`src/rtl/binary_sum_splitter.sv`:
```
// Splits one WIDTH-bit total into five shares (A..E) that sum back exactly and differ by at most one.
// A restoring divide-by-5 retires one quotient bit per clock; the result is held in DONE until out_ready.
module binary_sum_splitter #(
  parameter int WIDTH = 16
) (
  input  logic             clk,
  input  logic             rst,
  input  logic             in_valid,
  output logic             in_ready,
  input  logic [WIDTH-1:0] total,
  output logic             out_valid,
  input  logic             out_ready,
  output logic [WIDTH-1:0] A,
  output logic [WIDTH-1:0] B,
  output logic [WIDTH-1:0] C,
  output logic [WIDTH-1:0] D,
  output logic [WIDTH-1:0] E
);

  localparam int CW = $clog2(WIDTH);

  typedef enum logic [1:0] {
    IDLE = 2'd0,
    DIV  = 2'd1,
    DONE = 2'd2
  } state_t;

  state_t           state_q;
  logic [WIDTH-1:0] total_q;
  logic [WIDTH-1:0] q_q;
  logic [2:0]       r_q;
  logic [CW-1:0]    cnt_q;
  logic             out_valid_q;
  logic [WIDTH-1:0] a_q, b_q, c_q, d_q, e_q;

  logic [3:0]       rs_d;
  logic             ge_d;
  logic [2:0]       r_d;
  logic [WIDTH-1:0] q_d;

  // One restoring step; the remainder stays in 0..4, so wrapping 3-bit subtraction is exact.
  always_comb begin
    rs_d       = {r_q, total_q[cnt_q]};
    ge_d       = (rs_d >= 4'd5);
    r_d        = ge_d ? (rs_d[2:0] - 3'd5) : rs_d[2:0];
    q_d        = q_q;
    q_d[cnt_q] = ge_d;
  end

  function automatic logic [WIDTH-1:0] bump(input logic [WIDTH-1:0] base, input logic inc);
    return base + {{(WIDTH-1){1'b0}}, inc};
  endfunction

  always_ff @(posedge clk or posedge rst) begin
    if (rst) begin
      state_q     <= IDLE;
      total_q     <= '0;
      q_q         <= '0;
      r_q         <= '0;
      cnt_q       <= '0;
      out_valid_q <= 1'b0;
      a_q         <= '0;
      b_q         <= '0;
      c_q         <= '0;
      d_q         <= '0;
      e_q         <= '0;
    end else begin
      case (state_q)
        IDLE: begin
          if (in_valid) begin
            total_q <= total;
            q_q     <= '0;
            r_q     <= '0;
            cnt_q   <= CW'(WIDTH - 1);
            state_q <= DIV;
          end
        end
        DIV: begin
          q_q   <= q_d;
          r_q   <= r_d;
          cnt_q <= cnt_q - 1'b1;
          if (cnt_q == '0) begin
            // Remainder r spreads as +1 onto the first r shares, keeping A >= B >= C >= D >= E.
            a_q         <= bump(q_d, r_d > 3'd0);
            b_q         <= bump(q_d, r_d > 3'd1);
            c_q         <= bump(q_d, r_d > 3'd2);
            d_q         <= bump(q_d, r_d > 3'd3);
            e_q         <= q_d;
            cnt_q       <= '0;
            out_valid_q <= 1'b1;
            state_q     <= DONE;
          end
        end
        DONE: begin
          if (out_ready) begin
            out_valid_q <= 1'b0;
            state_q     <= IDLE;
          end
        end
        default: state_q <= IDLE;
      endcase
    end
  end

  assign in_ready  = (state_q == IDLE) && !rst;
  assign out_valid = out_valid_q;
  assign A         = a_q;
  assign B         = b_q;
  assign C         = c_q;
  assign D         = d_q;
  assign E         = e_q;

  logic [WIDTH+2:0] share_sum;
  assign share_sum = {3'b000, a_q} + {3'b000, b_q} + {3'b000, c_q} + {3'b000, d_q} + {3'b000, e_q};

  a_no_overlap: assert property (@(posedge clk) disable iff (rst) !(in_ready && out_valid));
  a_sum_exact:  assert property (@(posedge clk) disable iff (rst)
                                 out_valid |-> (share_sum == {3'b000, total_q}));

endmodule

```
`config.mk`:
```
export PLATFORM = sky130hd
export DESIGN_NAME = binary_sum_splitter
export DESIGN_NICKNAME = d
export VERILOG_FILES = /design/src/rtl/binary_sum_splitter.sv
export SDC_FILE = /design/constraint.sdc
export NUM_CORES = 1
export LEC_CHECK = 0
export CAP_MARGIN = 10
export CORE_ASPECT_RATIO = 1.5
export CORE_MARGIN = 1.5
export CORE_UTILIZATION = 53
export DETAILED_ROUTE_END_ITERATION = 8
export HOLD_SLACK_MARGIN = 0.12
export PLACE_DENSITY = 0.87
export SYNTH_ARGS = -nofsm -noshare
export SYNTH_HDL_FRONTEND = slang
export SYNTH_SLANG_ARGS = --single-unit
```
`constraint.sdc`:
```
create_clock -name clk -period 4.4 [get_ports clk]
set_clock_uncertainty 0.05 [all_clocks]
set_input_delay 0.44 -clock clk [delete_from_list [all_inputs] [get_ports clk]]
set_output_delay 0.44 -clock clk [all_outputs]
set_load 0.02 [all_outputs]
```
Yosys cells after proc, flatten, opt, wreduce, memory -nomap -nowiden
Index checks and enable logic that the tools add are counted.
{"block": "classes", "n_reduce_logical": 12, "muxes": 20, "addsub": 6, "order_cmp": 7, "n_eq_ne": 5}
{"op": "$add A16 B1 Y16", "count": 4}
{"op": "$pmux W16 S2", "count": 1}
{"op": "$bwmux W16", "count": 1}
{"op": "$mux W16", "count": 1}
{"op": "$mux W4", "count": 2}
{"op": "$pmux W4 S2", "count": 1}
{"op": "$gt A3 B1 Y1 const B", "count": 2}
{"op": "$gt A3 B2 Y1 const B", "count": 2}
{"op": "$mux W2", "count": 3}
{"op": "$mux W3", "count": 2}
{"op": "$ne A2 B2 Y1 const B", "count": 3}
{"op": "$pmux W2 S3", "count": 1}
{"op": "$pmux W3 S2", "count": 1}
{"op": "$reduce_and A2 Y1", "count": 3}
{"op": "$reduce_and A3 Y1", "count": 2}
{"op": "$lt A4 B5 Y1 const B", "count": 1}
{"op": "$bmux W1 S4", "count": 1}
{"op": "$demux W1 S4", "count": 1}
{"op": "$ge A4 B1 Y1 const B", "count": 1}
{"op": "$ge A4 B3 Y1 const B", "count": 1}
{"op": "$logic_not A4 Y1", "count": 1}
{"op": "$mux W1", "count": 4}
{"op": "$reduce_bool A2 Y1", "count": 2}
{"op": "$sub A4 B1 Y4 const B", "count": 1}
{"op": "other kinds (7)", "count": 8}
{"block": "totals", "output_inout_bits": 82, "in_bits": 20, "regBits": 122}

Logic depth before layout (Yosys ltp)
{"block": "depth", "word_depth": 6, "depth_mapped": 20, "mapped_depth_nobuf": 14}

Least setup slack after synthesis
No wires, ideal clock.
{"block": "synth_timing", "kind": "register to register", "startpoint": "reg cnt_q[1]", "endpoint": "reg a_q[4] (netlist: A[4])", "path_stages_with_launch": 18, "slack_ns": 0.504, "t_arrival_ns": 3.711, "setup_ns": 0.135, "n_path_buf": 5, "cell_sequence": "dfrtp_1 -> buf_6 -> buf_6 -> mux4_2 -> mux4_2 -> ha_1 -> nand2b_1 -> a21o_1 -> buf_4 -> buf_2 -> o21ai_0 -> nand3_1 -> ha_1 -> ha_1 -> clkbuf_2 -> nand2_1 -> xnor2_1 -> o21ai_0"}
{"block": "synth_via", "elab_chain_len": 6, "elab_cells_between_ends": 15, "classes_between": "2 x add/sub; 4 x order compare; 6 x mux; 3 x reduce/logical"}
{"element": "start, declared", "line": "32", "text": "logic [CW-1:0] cnt_q;"}
{"element": "start signal, assigned", "line": "74", "text": "cnt_q <= CW'(WIDTH - 1);"}
{"element": "start signal, assigned", "line": "81", "text": "cnt_q <= cnt_q - 1'b1;"}
{"element": "$bmux W1 S4 (tied with other cells)", "line": "43", "text": "rs_d = {r_q, total_q[cnt_q]};"}
{"element": "$mux W1 (not written as such) or $logic_and A1 B1 Y1 (tied branches)", "line": "43, 47"}
{"element": "$ge A4 B3 Y1 (tied with other cells)", "line": "44", "text": "ge_d = (rs_d >= 4'd5);"}
{"element": "$mux W3 or $demux W1 S4 (tied branches)", "line": "45, 47"}
{"element": "$gt A3 B1 Y1 or $bwmux W16 (tied branches)", "line": "84, 47"}
{"element": "$add A16 B1 Y16", "line": "51", "text": "return base + {{(WIDTH-1){1'b0}}, inc};"}
{"element": "end signal, assigned", "line": "84", "text": "a_q <= bump(q_d, r_d > 3'd0);"}
{"element": "end, declared", "line": "34", "text": "logic [WIDTH-1:0] a_q, b_q, c_q, d_q, e_q;"}
Parallel ways exist; a longest one is shown, timed or not. The select of a mux whose other input is x is not followed.
A chain may end at the register's enable or synchronous reset.

Worst setup path after layout
{"block": "layout_timing", "startpoint": "reg cnt_q[0]", "endpoint": "reg d_q[13] (netlist: D[13])"}
{"block": "layout_via", "elab_chain_len": 6, "elab_cells_between_ends": 15, "classes_between": "2 x add/sub; 4 x order compare; 6 x mux; 3 x reduce/logical"}
{"element": "$bmux W1 S4 (tied with other cells)", "line": "43"}
{"element": "$mux W1 (not written as such) or $logic_and A1 B1 Y1 (tied branches)", "line": "43, 47"}
{"element": "$ge A4 B3 Y1 (tied with other cells)", "line": "44"}
{"element": "$mux W3 or $demux W1 S4 (tied branches)", "line": "45, 47"}
{"element": "$gt A3 B2 Y1 or $bwmux W16 (tied branches)", "line": "87, 47"}
{"element": "$add A16 B1 Y16", "line": "51"}
{"element": "end signal, assigned", "line": "87", "text": "d_q <= bump(q_d, r_d > 3'd3);"}
{"element": "end, declared", "line": "34"}
Parallel ways exist; a longest one is shown, timed or not. The select of a mux whose other input is x is not followed.

==> out/metrics.csv <==
stage;metric;value;unit
synth;synth.distinct_cells;65;
final_layout;finish.instance_area;8160;sq um
power;combPwrFrac;51.1;%
synth;synthMuxAreaShare;5.25;%
detailed_routing;postRouteWirelength;17800;microns
final_layout;utilization;67.9;%
synth;synth_xor_area_share;8.00;%
detailed_routing;first_pass_iters;5;
detailed_routing;met1Wirelength;6480;microns
synth;synth.area.top_cells;dfrtp_1 (47%), nand2_1 (10%), xnor2_1 (6.9%);
synth;yosysSeqAreaShare;46.6;%
power;switching_power;0.00297;W
synth;syn_area;6560;sq um
min_path;hold_class;flop to flop;
worst_setup_path;rr_endpoint;D[13];
placed_design;finalWeightedCongestion;0.939;
floorplanning;io_pins;102;
synth;syn_avg_cell_area;9.41;sq um
detailed_routing;highest_layer;met4;
cts;cts_root_buf;clkbuf_16;
cts;cts_buffer_depth;2;
floorplanning;dieHeight;139;microns
timing;max_freq;0.244;GHz
synth;async_flop_share;100;%
power;pwr-share-seq;28.3;%
synth;synth_area_leader_cell;dfrtp_1;
power;power_density;841;nW/um^2
grt;grt.overflow.total;0;
cts;clk_pin_slew;60;ps
worst_setup_path;critPathKind;flop to flop;
floorplanning;start_util;54.6;%
cts;postCtsHoldBufs;0;
floorplanning;die_area;13100;sq um
timing;rsz0062_at_grt;no;
timing;period_minus_slack;4110;ps
cts;cts_tree;done;
placed_design;place_area;7560;sq um
final_layout;syn2layout_area_growth;24.4;%
synth;synth_fa_ha_area_share;1.91;%
detailed_routing;wl_met3;806;microns
synth;ys_warn_count;0;
timing;post-route-period-util;93.3;%
synth;dominantRegCellSynth;dfrtp_1;
detailed_routing;vias;5524;
worst_setup_path;cp.arrival;4330;ps
final_layout;drive_gt1_share;11.2;%
power;p_int;0.00389;W
detailed_routing;via_per_inst;5.83;
final_layout;instances_no_fill;948;
grt;antenna_found_initial;0;
detailed_routing;drc;0;
placed_design;hpwlAfterDp;12900;microns
floorplanning;fp.dieW;93.8;microns
status;outcome;complete, no violations;
worst_setup_path;crit_path_end_kind;flop;
worst_setup_path;critical_path_required;4630;ps
synth;synth-edff-count;0;
final_layout;fin_nets;812;
cts;worstSkewPairLatency;420;ps
placed_design;io_buffers;101;
detailed_routing;drtIter0Drc;359;
timing;finalHoldViolCount;0;
power;leakagePower;3.44;nW
grt;grt_pass1_wl;29200;microns
worst_setup_path;crit_fanout;20;
min_path;min_delay_worst_endpoint;total_q[5];
synth;synth_top_family_by_area;simple AND/OR/NAND/NOR gates;
min_path;min_path_cells;2;
floorplanning;core;12000;sq um
grt;grt_use_total;29.2;%
floorplanning;fp-row-count;49;
grt;grt_max_degree;76;
timing;max_slew_margin;23.4;%
timing;tightest_slew;1150;ps
detailed_routing;drt.antenna.violating_nets;0;
min_path;min_from;total_q[5];
worst_setup_path;rrSetupSlack;290;ps
cts;cts_buffers;17;
final_layout;final_common_cell;nand2_1;
flow_run;cap_violations;0;
synth;synth-simple-area-share;19.0;%
synth;synth-compound-area-share;13.7;%
cts;h-tree-depth;4;
synth;synth-seq-cells;122;
worst_setup_path;r2r_start;cnt_q[0];
detailed_routing;wl_met2;9680;microns
timing;finalSetupViolations;0;
power;peakVddDrop;0.477;mV
worst_setup_path;reg2reg_depth;11;
grt;first_global_vias;5568;
timing;fin_tns_setup;0;ps
timing;slew_violations;0;
cts;ctsResizeCount;0;
cts;cts_sinks;122;
power;p_clk_share;20.6;%
detailed_routing;wire_per_inst;18.8;microns
synth;syn_inst;697;
worst_setup_path;critPathLaunchType;flop;
cts;cts_setup_buffers;0;
synth;synth_top_cell_area_share;46.6;%
synth;syn-num-nets;727;
placed_design;placed_cells;916;
final_layout;final_cell_mix;nand2_1 (178), dfrtp_1 (122), clkdlybuf4s50_1 (101), o21ai_0 (64), xnor2_1 (52);
power;switching_share;43.3;%
final_layout;n_antenna_cell;0;
==> cells in the mapped netlist, drive strengths merged, types with 2 or more instances <==
library cell  count
dfrtp           122
inv               8
o311ai            2
mux4              5
a31oi             5
nand2b            4
and2b             2
nor2b             2
buf              26
a22o              2
clkbuf           25
xnor2            53
and3b             4
nand2           178
o31ai             3
and4b             3
xor2              6
a21oi            12
o21ai           108
and2              3
mux2i             8
nor3              5
mux2             11
a32oi             3
nand4             5
a31o              2
nor2             18
a21o              2
nand3            42
ha               10
==> sequential cells by signal (all words and copies together) (netlist names) <==
name,count
A,16
B,16
C,16
D,16
E,16
cnt_q,4
out_valid,1
q_q,16
r_q,3
state_q,2
total_q,16
==> how the worst max path moves through the flow <==
stage	start	to	cells after the start	slack (ps)
after detailed placement	cnt_q[0]	D[6]	13	370
after global placement	cnt_q[0]	D[6]	13	480
after floorplan	cnt_q[1]	A[4]	17	500
after CTS	cnt_q[0]	A[8]	13	340
final	cnt_q[0]	D[13]	11	290
after global routing	cnt_q[0]	B[15]	11	10
==> final cells by class <==
cell class	instances	area [sq um]
inverters	8	32.5
fillers	936	3860
clock buffers	18	429
flip-flops and latches	122	3050
multi-input cells	516	3150
clock inverters	14	170
repair buffers	117	1130
well taps	153	191
==> power by group through the flow <==
stage                     clock network (W)  logic, W  registers (W)
after floorplan                           0   0.00198        0.00220
after global placement                    0   0.00340        0.00193
after detailed placement                  0   0.00348        0.00195
after CTS                           0.00142   0.00351        0.00194
after global routing                0.00148   0.00378        0.00199
final                               0.00141   0.00351        0.00194
==> critical path: stages, from the launching register on <==
cell      delay, ps
dfrtp_1         500
mux4_2          400
mux4_2          350
inv_1            60
ha_1            220
nand2b_1        130
a21o_1          380
a31oi_1         270
a211oi_2       1010
nand3_1         270
xnor2_1         240
o21ai_1          80
==> routing by layer <==
metal  up-vias  GRT usage, %
met4         0          13.6
met3        72          5.90
met5         -             0
li1       2562             -
met2       214          51.9
met1      2676          33.1
==> cell families after synthesis <==
| family | count (synthesis) |
|---|---|
| buf+inv | 59 |
| simple gates | 273 |
| fa+ha+maj | 10 |
| compound gates | 150 |
| xor+xnor | 59 |
| flops | 122 |
| mux | 24 |
==> through the flow <==
step | power (W) | setup slack (ps) | hold slack [ps]
floorplan | 0.00417 | 504 | 390
global placement | 0.00533 | 480 | 407
detailed placement | 0.00543 | 366 | 412
CTS | 0.00687 | 339 | 426
global route | 0.00725 | 10.7 | 453
finish | 0.00686 | 294 | 423
Note: power is estimated with default switching activity, not from simulation.
